File: config.mk
export PLATFORM = sky130hd
export DESIGN_NAME = multi_winner_calc
export DESIGN_NICKNAME = d
export VERILOG_FILES = /design/src/rtl/winner_pkg.sv /design/src/rtl/hand_compare.sv /design/src/rtl/multi_winner_calc.sv
export SDC_FILE = /design/constraint.sdc
export NUM_CORES = 1
export LEC_CHECK = 0
export ABC_AREA = 1
export ABC_CLOCK_PERIOD_IN_PS = 1700
export BUFFER_PORTS_ARGS = -buffer_cell sky130_fd_sc_hd__buf_2
export CORE_UTILIZATION = 35
export DETAILED_ROUTE_END_ITERATION = 7
export SKIP_LAST_GASP = 1
export SLEW_MARGIN = 20
export SYNTH_ARGS = -nofsm -noshare
export SYNTH_HDL_FRONTEND = slang
export SYNTH_SLANG_ARGS = --single-unit
File: constraint.sdc
create_clock -name clock -period 1.7 [get_ports clock]
set_clock_uncertainty 0.1 [all_clocks]
set_input_delay 0.085 -clock clock [delete_from_list [all_inputs] [get_ports clock]]
set_output_delay 0.085 -clock clock [all_outputs]
set_load 0.03 [all_outputs]
File: src/rtl/winner_pkg.sv
// rtl/winner_pkg.sv - shared FSM state and per-punter result encoding
package winner_pkg;

  typedef enum logic [1:0] {
    ST_IDLE = 2'd0,
    ST_PLAY = 2'd1,
    ST_EVAL = 2'd2,
    ST_DONE = 2'd3
  } state_t;

  typedef enum logic [1:0] {
    RES_LOSE = 2'd0,
    RES_WIN  = 2'd1,
    RES_PUSH = 2'd2
  } result_t;

endpackage

File: src/rtl/hand_compare.sv
// rtl/hand_compare.sv - combinational resolution of one punter against the dealer
module hand_compare
  import winner_pkg::*;
#(
  parameter int VAL_W    = 5,
  parameter int TIE_PUSH = 1
) (
  input  logic [VAL_W-1:0] punter_total,
  input  logic             punter_bust,
  input  logic [VAL_W-1:0] dealer_total,
  input  logic             dealer_bust,
  output logic [1:0]       result
);

  result_t res;

  // A busted punter loses even when the dealer also busted.
  always_comb begin
    res = RES_LOSE;
    if (punter_bust)
      res = RES_LOSE;
    else if (dealer_bust)
      res = RES_WIN;
    else if (punter_total > dealer_total)
      res = RES_WIN;
    else if (punter_total == dealer_total)
      res = (TIE_PUSH != 0) ? RES_PUSH : RES_LOSE;
  end

  assign result = res;

endmodule

File: src/rtl/multi_winner_calc.sv
// rtl/multi_winner_calc.sv - dealer plus N punters round sequencer and result register
module multi_winner_calc
  import winner_pkg::*;
#(
  parameter int  NUM_PUNTERS = 4,
  parameter int  VAL_W       = 5,
  parameter int  BUST_LIMIT  = 21,
  parameter int  TIE_PUSH    = 1,
  localparam int IDX_W       = $clog2(NUM_PUNTERS + 1)
) (
  input  logic                   clock,
  input  logic                   reset,
  input  logic                   game_on,
  input  logic [VAL_W-1:0]       total_value,
  input  logic                   hold,
  input  logic                   bust,
  output logic [IDX_W-1:0]       player,
  output logic                   dealer_turn,
  output logic [NUM_PUNTERS-1:0] win,
  output logic [NUM_PUNTERS-1:0] push,
  output logic                   winstrobe,
  output logic                   busy
);

  localparam logic [IDX_W-1:0] LAST_SEAT  = IDX_W'(NUM_PUNTERS);
  localparam logic [31:0]      BUST_LIM_U = BUST_LIMIT;

  state_t                 state;
  logic [VAL_W-1:0]       slot_total [NUM_PUNTERS+1];
  logic [NUM_PUNTERS:0]   slot_bust;
  logic [NUM_PUNTERS-1:0] win_next;
  logic [NUM_PUNTERS-1:0] push_next;
  logic [31:0]            total_ext;
  logic                   seat_event;
  logic                   event_bust;

  // Widen before comparing so a limit at or above 2**VAL_W never wraps.
  assign total_ext  = 32'(total_value);
  assign event_bust = bust | (total_ext > BUST_LIM_U);
  assign seat_event = game_on & (hold | bust);

  always_ff @(posedge clock or negedge reset) begin
    if (!reset) begin
      state       <= ST_IDLE;
      player      <= '0;
      dealer_turn <= 1'b0;
      win         <= '0;
      push        <= '0;
      winstrobe   <= 1'b0;
      busy        <= 1'b0;
      slot_bust   <= '0;
      for (int i = 0; i <= NUM_PUNTERS; i++) slot_total[i] <= '0;
    end else begin
      winstrobe <= 1'b0;
      case (state)
        ST_IDLE: begin
          if (game_on) begin
            state       <= ST_PLAY;
            player      <= '0;
            dealer_turn <= 1'b1;
            busy        <= 1'b1;
          end
        end
        ST_PLAY: begin
          if (seat_event) begin
            slot_total[player] <= total_value;
            slot_bust[player]  <= event_bust;
            dealer_turn        <= 1'b0;
            if (player != LAST_SEAT)
              player <= player + 1'b1;
            else
              state <= ST_EVAL;
          end
        end
        ST_EVAL: begin
          win       <= win_next;
          push      <= push_next;
          winstrobe <= 1'b1;
          busy      <= 1'b0;
          state     <= ST_DONE;
        end
        ST_DONE: begin
          // game_on must drop before another round can start.
          if (!game_on) state <= ST_IDLE;
        end
        default: state <= ST_IDLE;
      endcase
    end
  end

  for (genvar g = 1; g <= NUM_PUNTERS; g++) begin : g_seat
    logic [1:0] res;

    hand_compare #(
      .VAL_W    (VAL_W),
      .TIE_PUSH (TIE_PUSH)
    ) u_cmp (
      .punter_total (slot_total[g]),
      .punter_bust  (slot_bust[g]),
      .dealer_total (slot_total[0]),
      .dealer_bust  (slot_bust[0]),
      .result       (res)
    );

    assign win_next[g-1]  = (res == RES_WIN);
    assign push_next[g-1] = (res == RES_PUSH);
  end

endmodule

==> results.env, run 1 <==
OUTCOME='finished, final reports clean'
NETLIST-CELL-TYPE-COUNT=20
NUMBER_OF_ENABLE_TYPE_REGISTER_CELLS_IN_THE_SYNTHESIZED_NETLIST=0
SYNTH_FLOP_CELL='sky130_fd_sc_hd__dfrtp_1'
WORST-ENDPOINT-REQUIRED_NS=1.79
CRITICAL_PATH.MAX_FANOUT=12
DETAIL_ROUTE.DRC_VIOLATIONS=0
ANTENNA_VIOLATIONS_BEFORE_REPAIR=0
POWER_SWITCHING_SHARE=0.432
CELL_INTERNAL_PWR_mW=3.08
ROW_CNT=30
MAXCLOCKFREQUENCY_MHz=602
YOSYS_WARNINGS=0
ROUTE.TOP_LAYER_USED='met4'
LAYOUT_WORST_PATH_CYCLE_SHARE=0.977
YOSYSTOPAREACELLSHARE=0.445
WORST-SLEW-PIN-TRANSITION_NS=0.448
TRITONCTS_CLOCK_TREE='done'
CTS-HTREE-LEVELS=2
VIA_PER_INST=4.58
POST_SYNTH_INST_COUNT=291
ROUTABILITYCONGESTION=0.757
IO_BUFFERS=23
FINAL_UTIL=0.438
OVERFLOW=0
GRT_MAX_DEGREE=30
IO_PINS=24
SYNTH-SEQ-AREA-SHARE=0.445
CLKLATENCYLATEPIN_NS=0.30
DPL.HPWL_MM=3.94
HOLD_VIOL_FINAL=0
CLK_PIN_SLEW_WORST_PATHS_NS=0.09
CTS_MADE_BUFFERS=5
FIN_MAX_SLEW_VIOS=0
CORE_AR_SQ_MM=0.00698
SYNTH_TOP_CELL_BY_AREA='sky130_fd_sc_hd__dfrtp_1'
RSZ0062_AT_GRT='true'
TIMING_WORST_SETUP_PATH_TYPE='reg -> reg'
SYNTH_ASYNC_SR_FLOP_SHARE=1.00
GRT_FIRST_PASS_WIRELENGTH_MM=9.20
FINAL-SETUP-VIOL-COUNT=0
CTS.SINKS=46
ANT_NETS=0
CLOCK_POWER_SHARE=0.182
DRT_ITER0_DRC=111
HOLD-WORST-SLACK_NS=0.0408
SYNTH_AREA_LEADERS='sky130_fd_sc_hd__dfrtp_1, sky130_fd_sc_hd__nand2_1, sky130_fd_sc_hd__ha_1'
SHARE_OF_LAYOUT_CELLS_ABOVE_DRIVE_STRENGTH_1=0.278
CPMAXSTAGEDELAYCELL='sky130_fd_sc_hd__dfrtp_1'
TOTAL_SWITCHING_POWER_mW=2.35
AVGSYNTHCELLAREA_SQ_UM=8.89
CTS.PATH.MAX_BUFFERS=2
FIN_SETUP_TNS_NS=0
CLOCK-ROOT-BUFFER='sky130_fd_sc_hd__clkbuf_8'
P_LEAK_nW=1.58
POWER_DENSITY_mW_PER_MM2=1780
WORST_STAGE_DELAY_ON_THE_CRITICAL_PATH_NS=0.43
SYNTHESIS.AREA_SQ_MM=0.00259
MET2_LENGTH_MM=2.41
MAXSLEWHEADROOM=0.702
SYNTH.CELLS.MOST_FREQUENT='sky130_fd_sc_hd__nand2_1, sky130_fd_sc_hd__dfrtp_1, sky130_fd_sc_hd__inv_1'
FINAL_NETS=366
FIRSTDRTPASSITERS=4
VIA_COUNT_OF_THE_FIRST_GLOBAL_ROUTING_PASS=1919
GR-USAGE-ALL-LAYERS=0.161
AREA_GROWTH_PCT=18.1
POST-SYNTH-TOP-COUNT-CELL='sky130_fd_sc_hd__nand2_1'
DIE_W_UM=88.0
FLOORPLAN.INITIALDENSITY=0.370
CRITICAL_PATH_ARRIVAL_NS=1.75
MAXCAPVIOLATIONS=0
CELL_BY_CELL_TRACE_OF_THE_CRITICAL_PATH='inv_1 > ha_2 > inv_2 > nor2_8 > nand4_4 > nand2_1 > o21ai_2'
WIRELENGTH_MM=5.45
SYNTH_SEQ_CELLS=46
MIN_PATH_TYPE='in -> reg'
CHIPHEIGHT_UM=88.0
SYNTH.NET_COUNT=327
DETAILROUTE.VIA_COUNT=1955
WORST_SETUP_PATH_START_KIND='flop'
END_KIND='flop'
ANTENNADIODECOUNT=0
WIRELENGTH_MET1_MM=2.75
DIE-AREA_SQ_MM=0.00774
WORST_IR_DROP_VDD_mV=0.503
FINALWORSTPATHREQUIREDPERIOD_NS=1.66
COMBPWRFRAC=0.488
ROUTED-WL-MET3_UM=204
SEQPWRFRAC=0.330
WIRE_PER_INST_UM=12.8
-- critical path: cells and delay by family, from the launching register on --
kind                     cells  cell delay (ns)
AND/OR/NAND/NOR              3             0.58
flip-flops                   1             0.43
adder cells (fa/ha/maj)      1             0.21
buffers and inverters        2             0.17
AO/OA/AOI/OAI                1             0.06
-- registers in the layout (all words and copies together), names as in the netlist --
name         flops
busy             1
player           3
winstrobe        1
push             4
slot_bust        5
dealer_turn      1
slot_total      25
win              4
state            2
-- cell usage in the layout (no fill, tap or decap), types with 2 or more instances in the layout --
cell,instances
sky130_fd_sc_hd__o21ai_0,13
sky130_fd_sc_hd__inv_2,5
sky130_fd_sc_hd__nand2_2,6
sky130_fd_sc_hd__buf_4,13
sky130_fd_sc_hd__ha_1,24
sky130_fd_sc_hd__clkbuf_8,5
sky130_fd_sc_hd__ha_2,2
sky130_fd_sc_hd__a21oi_1,5
sky130_fd_sc_hd__nand4_4,3
sky130_fd_sc_hd__nand2_1,94
sky130_fd_sc_hd__nor2_2,2
sky130_fd_sc_hd__o21ai_2,21
sky130_fd_sc_hd__nand3_1,5
sky130_fd_sc_hd__nand3_2,2
sky130_fd_sc_hd__o21ai_1,11
sky130_fd_sc_hd__buf_2,23
sky130_fd_sc_hd__dfrtp_1,45
sky130_fd_sc_hd__bufinv_16,2
sky130_fd_sc_hd__inv_1,31
sky130_fd_sc_hd__nor2_1,9
-- logic make-up after synthesis --
family,count (synthesis),synth area share
AO/OA/AOI/OAI,51,0.128
adder cells (fa/ha/maj),26,0.126
buffers and inverters,44,0.0798
flip-flops,46,0.445
AND/OR/NAND/NOR,124,0.221
-- path summary, 6_finish.rpt --
path	from	end	slack, ns	cells after the start
max	state[1]$_DFFE_PN0P_	slot_total[9]$_DFFE_PN0P_	0.04	7
min	game_on	busy$_DFFE_PN0P_	0.04	5
max reg2reg	state[1]$_DFFE_PN0P_	slot_total[9]$_DFFE_PN0P_	0.04	7
min reg2reg	win[0]$_DFFE_PN0P_	win[0]$_DFFE_PN0P_	0.38	2
max in group asynchronous	reset	busy$_DFFE_PN0P_	0.84	3
min in group asynchronous	reset	slot_total[23]$_DFFE_PN0P_	0.16	2
-- power groups by stage --
stage | logic, mW | clock network [mW] | registers [mW]
after floorplan | 1.64 | 0 | 2.01
after global routing | 3.08 | 1.05 | 1.85
after detailed placement | 2.49 | 0 | 1.81
after CTS | 2.52 | 1.00 | 1.79
after global placement | 2.44 | 0 | 1.80
final | 2.65 | 0.988 | 1.79
-- cell type report --
| cell class | instances | area (sq um) |
|---|---|---|
| Fill cell | 723 | 3930 |
| Tap cell | 96 | 120 |
| Clock buffer | 5 | 68.8 |
| Multi-Input combinational cell | 201 | 1250 |
| Sequential cell | 46 | 1150 |
| Timing Repair Buffer | 39 | 248 |
| Clock inverter | 3 | 68.8 |
| Inverter | 37 | 143 |
-- stage by stage --
step | setup WS [ns] | instances | total power [mW] | area, sq um
floorplan | 0.0354 | 291 | 3.65 | 2590
global placement | 0.116 | 412 | 4.24 | 2840
detailed placement | 0.0716 | 412 | 4.30 | 2840
CTS | 0.0360 | 421 | 5.31 | 2980
global route | -0.0561 | 427 | 5.98 | 3060
finish | 0.0386 | 427 | 5.43 | 3060
-- layer usage --
layer  global-route usage  vias up
li1                     -     1007
met1                0.225      909
met2                0.247       33
met3               0.0320        6
met4               0.0566        0
met5                    0        -
-- repair_timing --
item | in CTS | in global routing
hold buffers | 1 | 0
endpoints found under the hold margin | 46 | 0
setup endpoints to repair | 0 | 36
resized for setup | 0 | 12
buffers inserted | 0 | 6
(Power assumes the default switching activity.)
==> run 2: changes to the inputs <==
- ABC_AREA: 1 -> 0
- ABC_CLOCK_PERIOD_IN_PS: 1700 -> 1520
- PLACE_DENSITY: default -> 0.61
- clock period: 1.7 -> 1.52 ns (I/O delays scaled with it)
==> results.env, run 2 <==
OUTCOME='complete, but fails checks'  # was finished, final reports clean
FAILED_CHECKS='setup timing'
OVERFLOW=0  # unchanged
MAX_FLOP_REGISTER='slot_total'  # unchanged
SHARE_OF_LAYOUT_CELLS_ABOVE_DRIVE_STRENGTH_1=0.515  # was 0.278
FINALWORSTPATHREQUIREDPERIOD_NS=1.82  # was 1.66 ns
CLOCK-ROOT-BUFFER='sky130_fd_sc_hd__clkbuf_8'  # unchanged
CRITICAL_PATH_ARRIVAL_NS=1.92  # was 1.75 ns
FINAL_NETS=328  # was 366
SYNTH.NET_COUNT=253  # was 327
CLKLATENCYLATEPIN_NS=0.31  # was 0.30 ns
IO_PINS=24  # unchanged
FLOORPLAN.INITIALDENSITY=0.371  # was 0.370
LAYOUT_WORST_PATH_CYCLE_SHARE=1.20  # was 0.977
P_LEAK_nW=1.62  # was 1.58 nW
ANTENNADIODECOUNT=0  # unchanged
SYNTH_TOP_CELL_BY_AREA='sky130_fd_sc_hd__dfrtp_1'  # unchanged
VIA_COUNT_OF_THE_FIRST_GLOBAL_ROUTING_PASS=2065  # was 1919
CTS.SINKS=46  # unchanged
SYNTH_SEQ_CELLS=46  # unchanged
FINAL_CRITICAL_PATH_SETUP_SLACK_NS=-0.301  # was 0.0386 ns
SYNTH_ASYNC_SR_FLOP_SHARE=1.00  # unchanged
SYNTH.CELLS.MOST_FREQUENT='sky130_fd_sc_hd__dfrtp_1, sky130_fd_sc_hd__ha_1, sky130_fd_sc_hd__inv_1'  # was sky130_fd_sc_hd__nand2_1, sky130_fd_sc_hd__dfrtp_1, sky130_fd_sc_hd__inv_1
YOSYSTOPAREACELLSHARE=0.475  # was 0.445
WORST_STAGE_DELAY_ON_THE_CRITICAL_PATH_NS=0.38  # was 0.43 ns
GR-USAGE-ALL-LAYERS=0.177  # was 0.161
CPMAXSTAGEDELAYCELL='sky130_fd_sc_hd__dfrtp_1'  # unchanged
END_KIND='flop'  # unchanged
TRITONCTS_CLOCK_TREE='done'  # unchanged
CTS-HTREE-LEVELS=2  # unchanged
WORST_SETUP_PATH_START_KIND='flop'  # unchanged
DETAILROUTE.VIA_COUNT=1895  # was 1955
LARGEST_REGISTER_FF_COUNT=25  # unchanged
ANT_NETS=0  # unchanged
DIE-AREA_SQ_MM=0.00726  # was 0.00774 sq mm
WORST-SLEW-PIN-TRANSITION_NS=0.616  # was 0.448 ns
MIN_PATH_TYPE='in -> reg'  # unchanged
CTS.PATH.MAX_BUFFERS=2  # unchanged
ROW_CNT=29  # was 30
POST-SYNTH-TOP-COUNT-CELL='sky130_fd_sc_hd__dfrtp_1'  # was sky130_fd_sc_hd__nand2_1
FIN_MAX_SLEW_VIOS=0  # unchanged
DETAIL_ROUTE.DRC_VIOLATIONS=0  # unchanged
AREA_GROWTH_PCT=45.1  # was 18.1%
POST_SYNTH_INST_COUNT=217  # was 291
MAXCAPVIOLATIONS=0  # unchanged
YOSYS_WARNINGS=0  # unchanged
FINAL-SETUP-VIOL-COUNT=40  # was 0
ANTENNA_VIOLATIONS_BEFORE_REPAIR=0  # unchanged
LEADING_CELL_TYPE_IN_THE_LAYOUT_FILL_AND_TAPS_EXCLUDED='sky130_fd_sc_hd__dfrtp_1'  # was sky130_fd_sc_hd__nand2_1
NETLIST-CELL-TYPE-COUNT=28  # was 20
CRITICAL_PATH.MAX_FANOUT=2  # was 12
IO_BUFFERS=23  # unchanged
VIA_PER_INST=5.12  # was 4.58
CELL_BY_CELL_TRACE_OF_THE_CRITICAL_PATH='inv_2 > buf_4 > ha_2 > o21bai_2 > nand2_2 > a221o_1 > mux2_4'  # was inv_1 > ha_2 > inv_2 > nor2_8 > nand4_4 > nand2_1 > o21ai_2
DPL.HPWL_MM=4.05  # was 3.94 mm
POWER_DENSITY_mW_PER_MM2=2100  # was 1780 mW/mm^2
GRT_MAX_DEGREE=33  # was 30
TOP_REGS='slot_total (25), slot_bust (5)'  # unchanged
MAXSLEWHEADROOM=0.589  # was 0.702
HOLD_VIOL_FINAL=0  # unchanged
RSZ0062_AT_GRT='true'  # unchanged
WORST-ENDPOINT-REQUIRED_NS=1.61  # was 1.79 ns
NUMBER_OF_ENABLE_TYPE_REGISTER_CELLS_IN_THE_SYNTHESIZED_NETLIST=0  # unchanged
FIRSTDRTPASSITERS=4  # unchanged
CORE_AR_SQ_MM=0.00653  # was 0.00698 sq mm
WORST_IR_DROP_VDD_mV=0.973  # was 0.503 mV
SYNTHESIS.AREA_SQ_MM=0.00242  # was 0.00259 sq mm
SYNTH_FLOP_CELL='sky130_fd_sc_hd__dfrtp_1'  # unchanged
FINAL_UTIL=0.538  # was 0.438
SYNTH-SEQ-AREA-SHARE=0.475  # was 0.445
CLK_PIN_SLEW_WORST_PATHS_NS=0.10  # was 0.09 ns
DIE_W_UM=85.2  # was 88.0 um
AVGSYNTHCELLAREA_SQ_UM=11.2  # was 8.89 sq um
CHIPHEIGHT_UM=85.2  # was 88.0 um
LAYOUT_COMMON_CELLS='sky130_fd_sc_hd__dfrtp_1, sky130_fd_sc_hd__buf_4, sky130_fd_sc_hd__buf_2'  # was sky130_fd_sc_hd__nand2_1, sky130_fd_sc_hd__dfrtp_1, sky130_fd_sc_hd__inv_1
DRT_ITER0_DRC=66  # was 111
POSTPLACECELLAREA_SQ_MM=0.00307  # was 0.00284 sq mm
MAXCLOCKFREQUENCY_MHz=549  # was 602 MHz
WIRE_PER_INST_UM=15.7  # was 12.8 um
ROUTABILITYCONGESTION=0.748  # was 0.757
WIRELENGTH_MM=5.81  # was 5.45 mm
TIMING_WORST_SETUP_PATH_TYPE='reg -> reg'  # unchanged
CTS_MADE_BUFFERS=5  # unchanged
FINISH.INSTANCE_AREA_SQ_MM=0.00352  # was 0.00306 sq mm
GRT_FIRST_PASS_WIRELENGTH_MM=9.87  # was 9.20 mm
SYNTH_AREA_LEADERS='sky130_fd_sc_hd__dfrtp_1, sky130_fd_sc_hd__ha_1, sky130_fd_sc_hd__mux2_2'  # was sky130_fd_sc_hd__dfrtp_1, sky130_fd_sc_hd__nand2_1, sky130_fd_sc_hd__ha_1
==> run 2: cell types whose count changed after synthesis, sizes merged, moves of 5 or more <==
cell    delta
a221o      +5
inv       -11
mux2      +19
nand2     -78
nand3      -7
nand4b     +5
nor2       -5
o21ai     -32
==> run 2: worst paths after layout <==
kind / startpoint / endpoint / slack (ns) / cells past startpoint
min reg2reg: slot_total[0]$_DFFE_PN0P_ / slot_total[0]$_DFFE_PN0P_ / 0.43 / 1
max reg2reg: state[1]$_DFFE_PN0P_ / state[1]$_DFFE_PN0P_ / -0.30 / 7
min in group asynchronous: reset / state[0]$_DFFE_PN0P_ / 0.11 / 2
min: game_on / busy$_DFFE_PN0P_ / 0.09 / 4
max: state[1]$_DFFE_PN0P_ / state[1]$_DFFE_PN0P_ / -0.30 / 7
max in group asynchronous: reset / slot_total[3]$_DFFE_PN0P_ / 0.72 / 3
==> run 2: repair_timing <==
item	4_1_cts	5_1_grt
resized for setup	30	22
hold buffers	5	1
setup endpoints to repair	44	45
pin swaps	12	3
hold endpoints to repair	54	1
buffers inserted	12	2
cloned	1	0
==> run 2: metrics by stage <==
stage	hold WS (ns)	setup TNS (ns)	power, mW	cells	setup WS [ns]
5_1_grt	0.127	-10.11	7.98	370	-0.347
6_report	0.0905	-6.82	7.40	370	-0.301
3_3_place_gp	-0.0768	-6.11	5.77	344	-0.270
3_5_place_dp	-0.0803	-7.23	5.88	344	-0.335
4_1_cts	0.0129	-6.10	7.18	367	-0.279
2_1_floorplan	-0.320	-6.38	4.57	217	-0.341
==> run 2: logic make-up after synthesis <==
kind of cell    Yosys count  share of synthesized area
mux                      22                      0.101
fa+ha+maj                26                      0.134
buf+inv                  32                     0.0511
compound gates           42                      0.123
flops                    46                      0.475
simple gates             49                      0.116
==> run 2: cell type report <==
type | count | area, sq um
sequential | 46 | 1150
tap | 77 | 96.3
timing repair buffer | 74 | 564
inverter | 26 | 105
clock inverter | 3 | 23.8
fill | 562 | 3020
clock buffer | 5 | 68.8
multi-input combinational | 139 | 1500
==> run 2: per-layer routing <==
layer	up-vias	track usage	wire (um)
met5	-	0	0
met3	4	0.0263	94
met1	943	0.224	2680
met4	0	0.0601	82
li1	927	-	-
met2	21	0.311	2950
==> run 2: critical path, delay by kind of cell, from the launching register on <==
family	cells	cell delay (ns)
buffers and inverters	2	0.19
multiplexers	1	0.32
AND/OR/NAND/NOR	1	0.07
AO/OA/AOI/OAI	2	0.46
flip-flops	1	0.38
adder cells (fa/ha/maj)	1	0.18
==> run 2: report_power, final <==
| group | switching [mW] | internal (mW) | total (mW) |
|---|---|---|---|
| clock network | 0.448 | 0.329 | 0.777 |
| logic | 2.09 | 2.30 | 4.39 |
| registers | 0.470 | 1.77 | 2.24 |
| total | 3.01 | 4.39 | 7.40 |
==> run 3: changes to the inputs <==
- ABC_CLOCK_PERIOD_IN_PS: 1520 -> 2120
- GPL_TIMING_DRIVEN: default -> 0
- PLACE_DENSITY: 0.61 -> 0.59
- clock period: 1.52 -> 2.12 ns (I/O delays scaled with it)
==> results.env, run 3 (synthesized netlist as in run 2, its figures left out) <==
CTS.SINKS=46  # unchanged
CRITICAL_PATH.N_BUFFERS_INVERTERS=3  # was 2
IO_BUFFERS=23  # unchanged
CLK_PIN_SLEW_WORST_PATHS_NS=0.08  # was 0.10 ns
ROW_CNT=29  # unchanged
HOLD_VIOL_FINAL=0  # unchanged
DRT_ITER0_DRC=76  # was 66
WORST-ENDPOINT-REQUIRED_NS=2.20  # was 1.61 ns
WORST-SLEW-PIN-TRANSITION_NS=0.598  # was 0.616 ns
END_KIND='flop'  # unchanged
OVERFLOW=0  # unchanged
FINAL-INSTANCE-COUNT-EXCL-FILL=329  # was 370
LEADING_CELL_TYPE_IN_THE_LAYOUT_FILL_AND_TAPS_EXCLUDED='sky130_fd_sc_hd__dfrtp_1'  # unchanged
CPMAXSTAGEDELAYCELL='sky130_fd_sc_hd__or4_4'  # was sky130_fd_sc_hd__dfrtp_1
FIN_SETUP_TNS_NS=0  # was -6.82 ns
DETAILROUTE.VIA_COUNT=1683  # was 1895
FIN_MAX_SLEW_VIOS=0  # unchanged
ANTENNADIODECOUNT=0  # unchanged
POSTPLACECELLAREA_SQ_MM=0.00264  # was 0.00307 sq mm
ROUTABILITYCONGESTION=0.728  # was 0.748
WORST_STAGE_DELAY_ON_THE_CRITICAL_PATH_NS=0.43  # was 0.38 ns
MAXSLEWHEADROOM=0.601  # was 0.589
ANTENNA_VIOLATIONS_BEFORE_REPAIR=0  # unchanged
MAXCAPVIOLATIONS=0  # unchanged
CLKLATENCYLATEPIN_NS=0.29  # was 0.31 ns
P_LEAK_nW=1.33  # was 1.62 nW
FINISH.INSTANCE_AREA_SQ_MM=0.00282  # was 0.00352 sq mm
RSZ0062_AT_GRT='false'  # was true
GRT_FIRST_PASS_WIRELENGTH_MM=7.92  # was 9.87 mm
LAYOUT_WORST_PATH_CYCLE_SHARE=0.949  # was 1.20
GRT_MAX_DEGREE=47  # was 33
FINALWORSTPATHREQUIREDPERIOD_NS=2.01  # was 1.82 ns
GR-USAGE-ALL-LAYERS=0.141  # was 0.177
FINAL_NETS=289  # was 328
CTS.PATH.MAX_BUFFERS=2  # unchanged
TIMING_WORST_SETUP_PATH_TYPE='reg -> reg'  # unchanged
CLOCK-ROOT-BUFFER='sky130_fd_sc_hd__clkbuf_8'  # unchanged
SEQUENTIAL_CELL_AREA_SQ_MM=0.00115  # about the same
WORST_IR_DROP_VDD_mV=0.507  # was 0.973 mV
CRITICAL_PATH_ARRIVAL_NS=2.09  # was 1.92 ns
PLACEDCELLCOUNT=317  # was 344
CTS-HTREE-LEVELS=2  # unchanged
FINAL-SETUP-VIOL-COUNT=0  # was 40
SHARE_OF_LAYOUT_CELLS_ABOVE_DRIVE_STRENGTH_1=0.258  # was 0.515
DETAIL_ROUTE.DRC_VIOLATIONS=0  # unchanged
WORST_SETUP_PATH_START_KIND='flop'  # unchanged
CTS_MADE_BUFFERS=5  # unchanged
TRITONCTS_CLOCK_TREE='done'  # unchanged
HOLD-WORST-SLACK_NS=0.0170  # was 0.0905 ns
AREA_GROWTH_PCT=16.4  # was 45.1%
CELL_BY_CELL_TRACE_OF_THE_CRITICAL_PATH='inv_1 > ha_2 > buf_6 > nand2b_2 > or4_4 > buf_4 > mux2_2'  # was inv_2 > buf_4 > ha_2 > o21bai_2 > nand2_2 > a221o_1 > mux2_4
MAX_FLOP_REGISTER='slot_total'  # unchanged
CORE_AR_SQ_MM=0.00653  # unchanged
FIRSTDRTPASSITERS=4  # unchanged
LARGEST_REGISTER_FF_COUNT=25  # unchanged
ANT_NETS=0  # unchanged
FLOORPLAN.INITIALDENSITY=0.371  # unchanged
OUTCOME='finished, final reports clean'  # was complete, but fails checks
WIRE_PER_INST_UM=14.3  # was 15.7 um
WIRELENGTH_MM=4.69  # was 5.81 mm
DPL.HPWL_MM=3.49  # was 4.05 mm
MIN_PATH_TYPE='in -> reg'  # unchanged
CRITICAL_PATH.MAX_FANOUT=10  # was 2
TOP_REGS='slot_total (25), slot_bust (5)'  # unchanged
MULTI_INPUT_COMB_AREA_SQ_MM=0.00119  # was 0.00150 sq mm
VIA_PER_INST=5.12  # about the same
P_TOTAL_mW=4.11  # was 7.40 mW
CRITPATHTOPFAMILY='simple AND/OR/NAND/NOR gates'  # was compound AO/OA/AOI/OAI gates
POWER_DENSITY_mW_PER_MM2=1460  # was 2100 mW/mm^2
IO_PINS=24  # unchanged
VIA_COUNT_OF_THE_FIRST_GLOBAL_ROUTING_PASS=1583  # was 2065
CHIPHEIGHT_UM=85.2  # unchanged
MAXCLOCKFREQUENCY_MHz=497  # was 549 MHz
LAYOUT_COMMON_CELLS='sky130_fd_sc_hd__dfrtp_1, sky130_fd_sc_hd__inv_1, sky130_fd_sc_hd__ha_1'  # was sky130_fd_sc_hd__dfrtp_1, sky130_fd_sc_hd__buf_4, sky130_fd_sc_hd__buf_2
FINAL.FILL_COUNT=620  # was 562
DIE_W_UM=85.2  # unchanged
DIE-AREA_SQ_MM=0.00726  # unchanged
[run 3: cell types whose count changed in the layout (fill, tap and decap cells not counted), moves of 5 or more]
cell | before | now
sky130_fd_sc_hd__buf_4 | 36 | 6
sky130_fd_sc_hd__ha_1 | 12 | 25
sky130_fd_sc_hd__ha_4 | 12 | 0
sky130_fd_sc_hd__nand2_1 | 12 | 21
sky130_fd_sc_hd__o21ai_0 | 3 | 12
sky130_fd_sc_hd__inv_1 | 19 | 26
sky130_fd_sc_hd__o21ai_1 | 7 | 0
sky130_fd_sc_hd__buf_6 | 7 | 1
sky130_fd_sc_hd__mux2_2 | 13 | 19
sky130_fd_sc_hd__mux2_4 | 6 | 0
sky130_fd_sc_hd__nand2_2 | 6 | 1
[run 3: through the flow]
step                 util  worst slack, ns
floorplan               -            0.143
global placement    0.403          -0.0809
detailed placement  0.403           -0.134
CTS                 0.424          0.00632
global route        0.432           0.0151
finish              0.432            0.107
[run 3: timing repair]
action	in CTS	in global routing
endpoints found under the hold margin	48	0
setup endpoints to repair	18	24
resized for setup	4	10
pin swaps	0	1
hold buffers	2	0
buffers inserted	0	4
[run 3: report_power, final]
part	total [mW]	switching (mW)	internal, mW	leakage [nW]
Sequential	1.51	0.244	1.26	0.574
Combinational	2.07	1.14	0.930	0.714
Clock	0.525	0.273	0.252	0.0431
[run 3: area by class of cell]
cell class	count	area share
buffer	6	0.0129
clock buffer	6	0.0293
inverter	26	0.0346
multi-input combinational	139	0.421
sequential	46	0.408
tap	77	0.0342
timing repair buffer	29	0.0595
[run 3: worst register-to-register path, stage by stage (launching register included)]
cell and delay [ns]:
sky130_fd_sc_hd__dfrtp_1 0.40, sky130_fd_sc_hd__inv_1 0.09, sky130_fd_sc_hd__ha_2 0.19, sky130_fd_sc_hd__buf_6 0.13, sky130_fd_sc_hd__nand2b_2 0.10, sky130_fd_sc_hd__or4_4 0.43
sky130_fd_sc_hd__buf_4 0.18, sky130_fd_sc_hd__mux2_2 0.27
[run 3: layer usage]
metal	global-route usage	part of all wire	up-vias
met4	0.0370	0.0083	0
met5	0	0	-
met1	0.204	0.52	807
met3	0.0302	0.029	5
met2	0.213	0.45	23
li1	-	-	848
[run 3: path summary, 6_finish.rpt]
path	startpoint	endpoint	slack [ns]	cells past startpoint
min in group asynchronous	reset	busy$_DFFE_PN0P_	0.25	2
worst max register to register	state[1]$_DFFE_PN0P_	slot_total[3]$_DFFE_PN0P_	0.11	7
worst min register to register	slot_total[3]$_DFFE_PN0P_	slot_total[3]$_DFFE_PN0P_	0.42	1
max in group asynchronous	reset	slot_total[12]$_DFFE_PN0P_	1.25	2
worst max-delay path	state[1]$_DFFE_PN0P_	slot_total[3]$_DFFE_PN0P_	0.11	7
worst min-delay path	total_value[1]	slot_total[21]$_DFFE_PN0P_	0.02	3
